--- config.mk ---
export PLATFORM = sky130hd
export DESIGN_NAME = toggle_event_decoder
export DESIGN_NICKNAME = d
export VERILOG_FILES = /design/src/rtl/toggle_evt_pkg.sv /design/src/rtl/toggle_event_decoder_sync_chain.sv /design/src/rtl/toggle_event_decoder.sv
export SDC_FILE = /design/constraint.sdc
export NUM_CORES = 1
export LEC_CHECK = 0
export CELL_PAD_IN_SITES_DETAIL_PLACEMENT = 1
export CELL_PAD_IN_SITES_GLOBAL_PLACEMENT = 1
export CORE_MARGIN = 5
export CORE_UTILIZATION = 39
export CTS_CLUSTER_SIZE = 24
export DETAILED_ROUTE_END_ITERATION = 10
export PLACE_DENSITY = 0.93
export SKIP_CTS_REPAIR_TIMING = 1
export SLEW_MARGIN = 20
export SYNTH_ARGS = -nofsm -noshare
export SYNTH_HDL_FRONTEND = slang
export SYNTH_HIERARCHICAL = 1
export SYNTH_SLANG_ARGS = --single-unit
--- constraint.sdc ---
create_clock -name clk -period 2.98 [get_ports clk]
set_input_delay 0.447 -clock clk [delete_from_list [all_inputs] [get_ports clk]]
set_output_delay 0.447 -clock clk [all_outputs]
set_load 0.05 [all_outputs]
--- src/rtl/toggle_evt_pkg.sv ---
// Shared defaults and helpers for the toggle event decoder and its synchroniser.
package toggle_evt_pkg;

  localparam int SYNC_STAGES_DEF = 2;
  localparam int CNT_W_DEF       = 3;
  localparam int TOT_W_DEF       = 16;

  // Largest value a pending counter of width w can hold.
  function automatic int cnt_max(input int w);
    return (1 << w) - 1;
  endfunction

endpackage

--- src/rtl/toggle_event_decoder_sync_chain.sv ---
// Plain multi-flop synchroniser for a single asynchronous level; STAGES cycles of latency, no backpressure.
// Flops are back-to-back with nothing between stages so metastability has a full period to settle.
module sync_chain #(
  parameter int STAGES = 2
) (
  input  logic clk,
  input  logic rst,
  input  logic d,
  output logic q
);

  logic [STAGES-1:0] s_q;
  logic [STAGES-1:0] s_d;

  always_comb begin
    s_d = {s_q[STAGES-2:0], d};
  end

  always_ff @(posedge clk) begin
    if (rst) begin
      s_q <= '0;
    end else begin
      s_q <= s_d;
    end
  end

  assign q = s_q[STAGES-1];

endmodule

--- src/rtl/toggle_event_decoder.sv ---
// Recovers one event per tog_in transition, queues it in a saturating counter and hands events out over valid/ready.
// Latency: tog_in change before edge E shows in pending after edge E+SYNC_STAGES; evt_valid depends only on state.
module toggle_event_decoder
  import toggle_evt_pkg::*;
#(
  parameter int SYNC_STAGES = SYNC_STAGES_DEF,
  parameter int CNT_W       = CNT_W_DEF,
  parameter int TOT_W       = TOT_W_DEF
) (
  input  logic             clk,
  input  logic             rst,
  input  logic             tog_in,
  output logic             evt_valid,
  input  logic             evt_ready,
  output logic [CNT_W-1:0] pending,
  output logic             overflow,
  input  logic             ovf_clr,
  output logic [TOT_W-1:0] total_cnt
);

  localparam logic [CNT_W-1:0] CNT_MAX = CNT_W'(cnt_max(CNT_W));

  logic             sync;
  logic             hist_q;
  logic             hist_d;
  logic [CNT_W-1:0] pending_q;
  logic [CNT_W-1:0] pending_d;
  logic             overflow_q;
  logic             overflow_d;
  logic [TOT_W-1:0] total_q;
  logic [TOT_W-1:0] total_d;
  logic             evt;
  logic             acc;

  sync_chain #(
    .STAGES (SYNC_STAGES)
  ) u_sync (
    .clk (clk),
    .rst (rst),
    .d   (tog_in),
    .q   (sync)
  );

  assign evt       = sync ^ hist_q;
  assign evt_valid = (pending_q != '0);
  assign acc       = evt_valid && evt_ready;

  always_comb begin
    hist_d     = sync;
    pending_d  = pending_q;
    overflow_d = overflow_q;
    total_d    = total_q;

    if (ovf_clr) begin
      overflow_d = 1'b0;
    end
    if (acc) begin
      total_d = total_q + TOT_W'(1);
    end

    // An event arriving with an acceptance is a pass-through, so a full counter cannot overflow then.
    if (evt && !acc) begin
      if (pending_q == CNT_MAX) begin
        overflow_d = 1'b1;
      end else begin
        pending_d = pending_q + CNT_W'(1);
      end
    end else if (!evt && acc) begin
      pending_d = pending_q - CNT_W'(1);
    end
  end

  always_ff @(posedge clk) begin
    if (rst) begin
      hist_q     <= 1'b0;
      pending_q  <= '0;
      overflow_q <= 1'b0;
      total_q    <= '0;
    end else begin
      hist_q     <= hist_d;
      pending_q  <= pending_d;
      overflow_q <= overflow_d;
      total_q    <= total_d;
    end
  end

  assign pending   = pending_q;
  assign overflow  = overflow_q;
  assign total_cnt = total_q;

endmodule

==> out/metrics.cfg <==
[floorplan]
die_area_um2=4090
chipHeight_um=63.9
top_level_port_count=26
core_region_area_um2=2780
initial_cell_density_of_the_core=0.408
cell_row_count=19
die_width_um=63.9

[timing]
finalSetupViolations=0
whs_ns=0.466
final-hold-violation-count=0
final.setup.tns_ns=0
final.min_clock_period_ns=2.44
achievable-frequency_mhz=410
tightestPinTransition_ns=0.629
rsz_0062_raised_after_global_routing=false
worst_clock_skew_ns=0.00766
relSlewSlack=0.577
finalCritPeriodShare=0.818
final-max-slew-violation-count=0

[yosys]
synth_area_per_cell_um2=8.94
yosys-top-cells-area=sky130_fd_sc_hd__dfxtp_1 41%, sky130_fd_sc_hd__a21oi_1 4.0%, sky130_fd_sc_hd__nor2_1 4.0%, sky130_fd_sc_hd__or3_1 3.9%, sky130_fd_sc_hd__xnor2_1 3.9%
post_synth_instance_area_um2=1130
synthCells=127
share_of_the_yosys_chip_area_belonging_to_registers=0.406
yosys.area.top_type_share=0.406
ys_types=40
ys_warn_count=6
postSynthRegisterBits=23
mappedNetlistNets=134
post-synth-top-area-cell=sky130_fd_sc_hd__dfxtp_1

[route]
drt-wirelength-per-cell_um=15.9
drt-pass1-iter-count=4
route.final.wire_length_um=2850
post-route-drc-count=0
dr_total_vias=1009
first_iter_violations=30
viasPerCell=5.64
ant_nets=0

[pwr]
power_density_nw_per_um2=654
power.static_leakage_nw=0.471
ir_drop_v=0.000624

[setup_path]
crit_chain=or3_1 > clkdlybuf4s50_1
crit_path_max_incr_delay_ns=0.81
required_ns=2.53
worst_ep_arrival_time_ns=1.99
worstPathMaxFanout=12
reg2regPathDepth=9
crit_type=reg2out
crit_path_start_kind=register
slowest_stage=sky130_fd_sc_hd__clkdlybuf4s50_1
cp-end-kind=output port

[finish]
antenna_cells_inserted=0
layout_cell_share_with_drive_strength_beyond_1=0.0541
finalNetCount=156
layout_overhead_on_the_synthesized_area_pct=22.7
finalCoreUtilization=0.501
finished_layout_cell_area_um2=1390

[clock_tree]
cts_num_sinks=23
clkTransAtPathRegs_ns=0.14
cts.root.buffer_cell=sky130_fd_sc_hd__clkbuf_4
clock_path_buffers=2
tritoncts=yes
ctsHtreeMaxLevel=1
cts_buffers=3
clock_latency_ns=0.32

[placed_design]
io_buffers=25
dpl_cell_area_um2=1370
routabilityCongestion=0.830
dpl.hpwl_um=2130

[global_route]
number_of_global_route_vias_before_repair=1074
gr-total-overflow=0
grt_max_degree=16
grt_first_pass_wirelength_um=4680
groute.usage.overall=0.142
grt_antenna_before_repair=0

[run_status]
run_status=finished clean

[hold_path]
worst_hold_path_type=reg2reg
hold_depth=1

[flow_run]
maxCapViolCount=0

-- power breakdown --
group          total (mW)  switching, mW  internal (mW)
logic               0.361          0.218          0.143
registers           0.400         0.0661          0.333
clock network       0.150          0.100         0.0502
total               0.911          0.384          0.527
-- registers in the layout, indices dropped and copies added, names as in the netlist --
| register | count |
|---|---|
| hist_q | 1 |
| u_sync/s_q | 2 |
| total_cnt | 16 |
| overflow | 1 |
| pending | 3 |
-- placed cells by master (no fill, tap or decap), drive strengths merged, types with 2 or more instances in the layout --
master         synthesis  layout
dfxtp                 23      23
o21ai                  6       6
or3                    7       7
o31ai                  2       2
xnor2                  5       5
clkdlybuf4s50          0      25
a21oi                  9       9
xor2                   5       5
ha                     2       2
nor2b                  4       4
clkbuf                 2       3
nand3                  6       6
nand4                  4       4
nor2                  12      12
nand2                  8       8
and4                   2       2
nand2b                 3       3
-- per-stage QoR --
step / worst slack [ns] / power [mW] / cells
3_3_place_gp: 0.534 / 0.755 / 175
2_1_floorplan: 0.330 / 0.671 / 127
4_1_cts: 0.553 / 0.922 / 179
5_1_grt: 0.449 / 0.965 / 179
6_report: 0.544 / 0.911 / 179
3_5_place_dp: 0.378 / 0.768 / 175
-- worst paths after layout --
path                                          startpoint                       end  slack [ns]
worst max-delay path             pending[1]$_SDFFE_PP0P_                 evt_valid        0.54
worst min-delay path            u_sync/s_q[0]$_SDFF_PP0_  u_sync/s_q[1]$_SDFF_PP0_        0.47
worst max register to register   pending[0]$_SDFFE_PP0P_   pending[2]$_SDFFE_PP0P_        0.70
worst min register to register  u_sync/s_q[0]$_SDFF_PP0_  u_sync/s_q[1]$_SDFF_PP0_        0.47
-- worst max-delay path, delay by kind of cell, from the launching register on --
| family | cells | cell delay [ns] |
|---|---|---|
| and+or+nand+nor | 1 | 0.21 |
| buffers and inverters | 1 | 0.81 |
| DFF | 1 | 0.65 |
-- layer usage --
metal  wire, um  GRT usage
met3        118     0.0298
met1       1160      0.143
met5          0          0
met4         19     0.0649
met2       1560      0.274
-- final cells by class --
class	count	area, um2
Clock buffer	3	22.5
Clock inverter	1	5.00
Fill cell	341	1390
Inverter	1	3.75
Multi-Input combinational cell	94	604
Sequential cell	23	460
Tap cell	31	38.8
Timing Repair Buffer	26	258
-- synthesized netlist by cell type --
| master | n |
|---|---|
| sky130_fd_sc_hd__nor3_1 | 1 |
| sky130_fd_sc_hd__and2_1 | 1 |
| sky130_fd_sc_hd__or2_1 | 1 |
| sky130_fd_sc_hd__or2b_1 | 1 |
| sky130_fd_sc_hd__nor2b_1 | 4 |
| sky130_fd_sc_hd__or3_1 | 7 |
| sky130_fd_sc_hd__nor4b_1 | 1 |
| sky130_fd_sc_hd__xnor2_1 | 5 |
| sky130_fd_sc_hd__nor2_1 | 12 |
| sky130_fd_sc_hd__dfxtp_1 | 23 |
| sky130_fd_sc_hd__a21o_1 | 1 |
| sky130_fd_sc_hd__o311a_1 | 1 |
| sky130_fd_sc_hd__buf_2 | 2 |
| sky130_fd_sc_hd__o21ai_0 | 6 |
| sky130_fd_sc_hd__nand3_1 | 6 |
| sky130_fd_sc_hd__buf_4 | 2 |
| sky130_fd_sc_hd__or4_1 | 1 |
| sky130_fd_sc_hd__nand2_1 | 8 |
| sky130_fd_sc_hd__and3_1 | 1 |
| sky130_fd_sc_hd__o311ai_0 | 1 |
| sky130_fd_sc_hd__a31oi_1 | 1 |
| sky130_fd_sc_hd__nand3b_1 | 1 |
| sky130_fd_sc_hd__nand2b_1 | 3 |
| sky130_fd_sc_hd__ha_1 | 2 |
| sky130_fd_sc_hd__o31ai_4 | 1 |
| sky130_fd_sc_hd__inv_1 | 1 |
| sky130_fd_sc_hd__buf_6 | 3 |
| sky130_fd_sc_hd__xor2_1 | 5 |
| sky130_fd_sc_hd__o21a_1 | 1 |
| sky130_fd_sc_hd__and4_1 | 2 |
| sky130_fd_sc_hd__a22oi_2 | 1 |
| sky130_fd_sc_hd__o31ai_1 | 1 |
| sky130_fd_sc_hd__a21oi_1 | 9 |
| sky130_fd_sc_hd__nand4_1 | 4 |
| sky130_fd_sc_hd__nor3b_1 | 1 |
| sky130_fd_sc_hd__a22o_1 | 1 |
| sky130_fd_sc_hd__mux2i_1 | 1 |
| sky130_fd_sc_hd__o211ai_1 | 1 |
| sky130_fd_sc_hd__clkbuf_1 | 2 |
| sky130_fd_sc_hd__mux2_2 | 1 |
-- logic make-up after synthesis --
logic type | count (synthesis) | synth area share
AND/OR/NAND/NOR | 55 | 0.262
multiplexers | 2 | 0.0187
buffers and inverters | 10 | 0.0617
AO/OA/AOI/OAI | 25 | 0.152
XOR/XNOR | 10 | 0.0772
adder cells (fa/ha/maj) | 2 | 0.0220
flip-flops | 23 | 0.406
No activity file was read; power rests on OpenSTA's default activity.
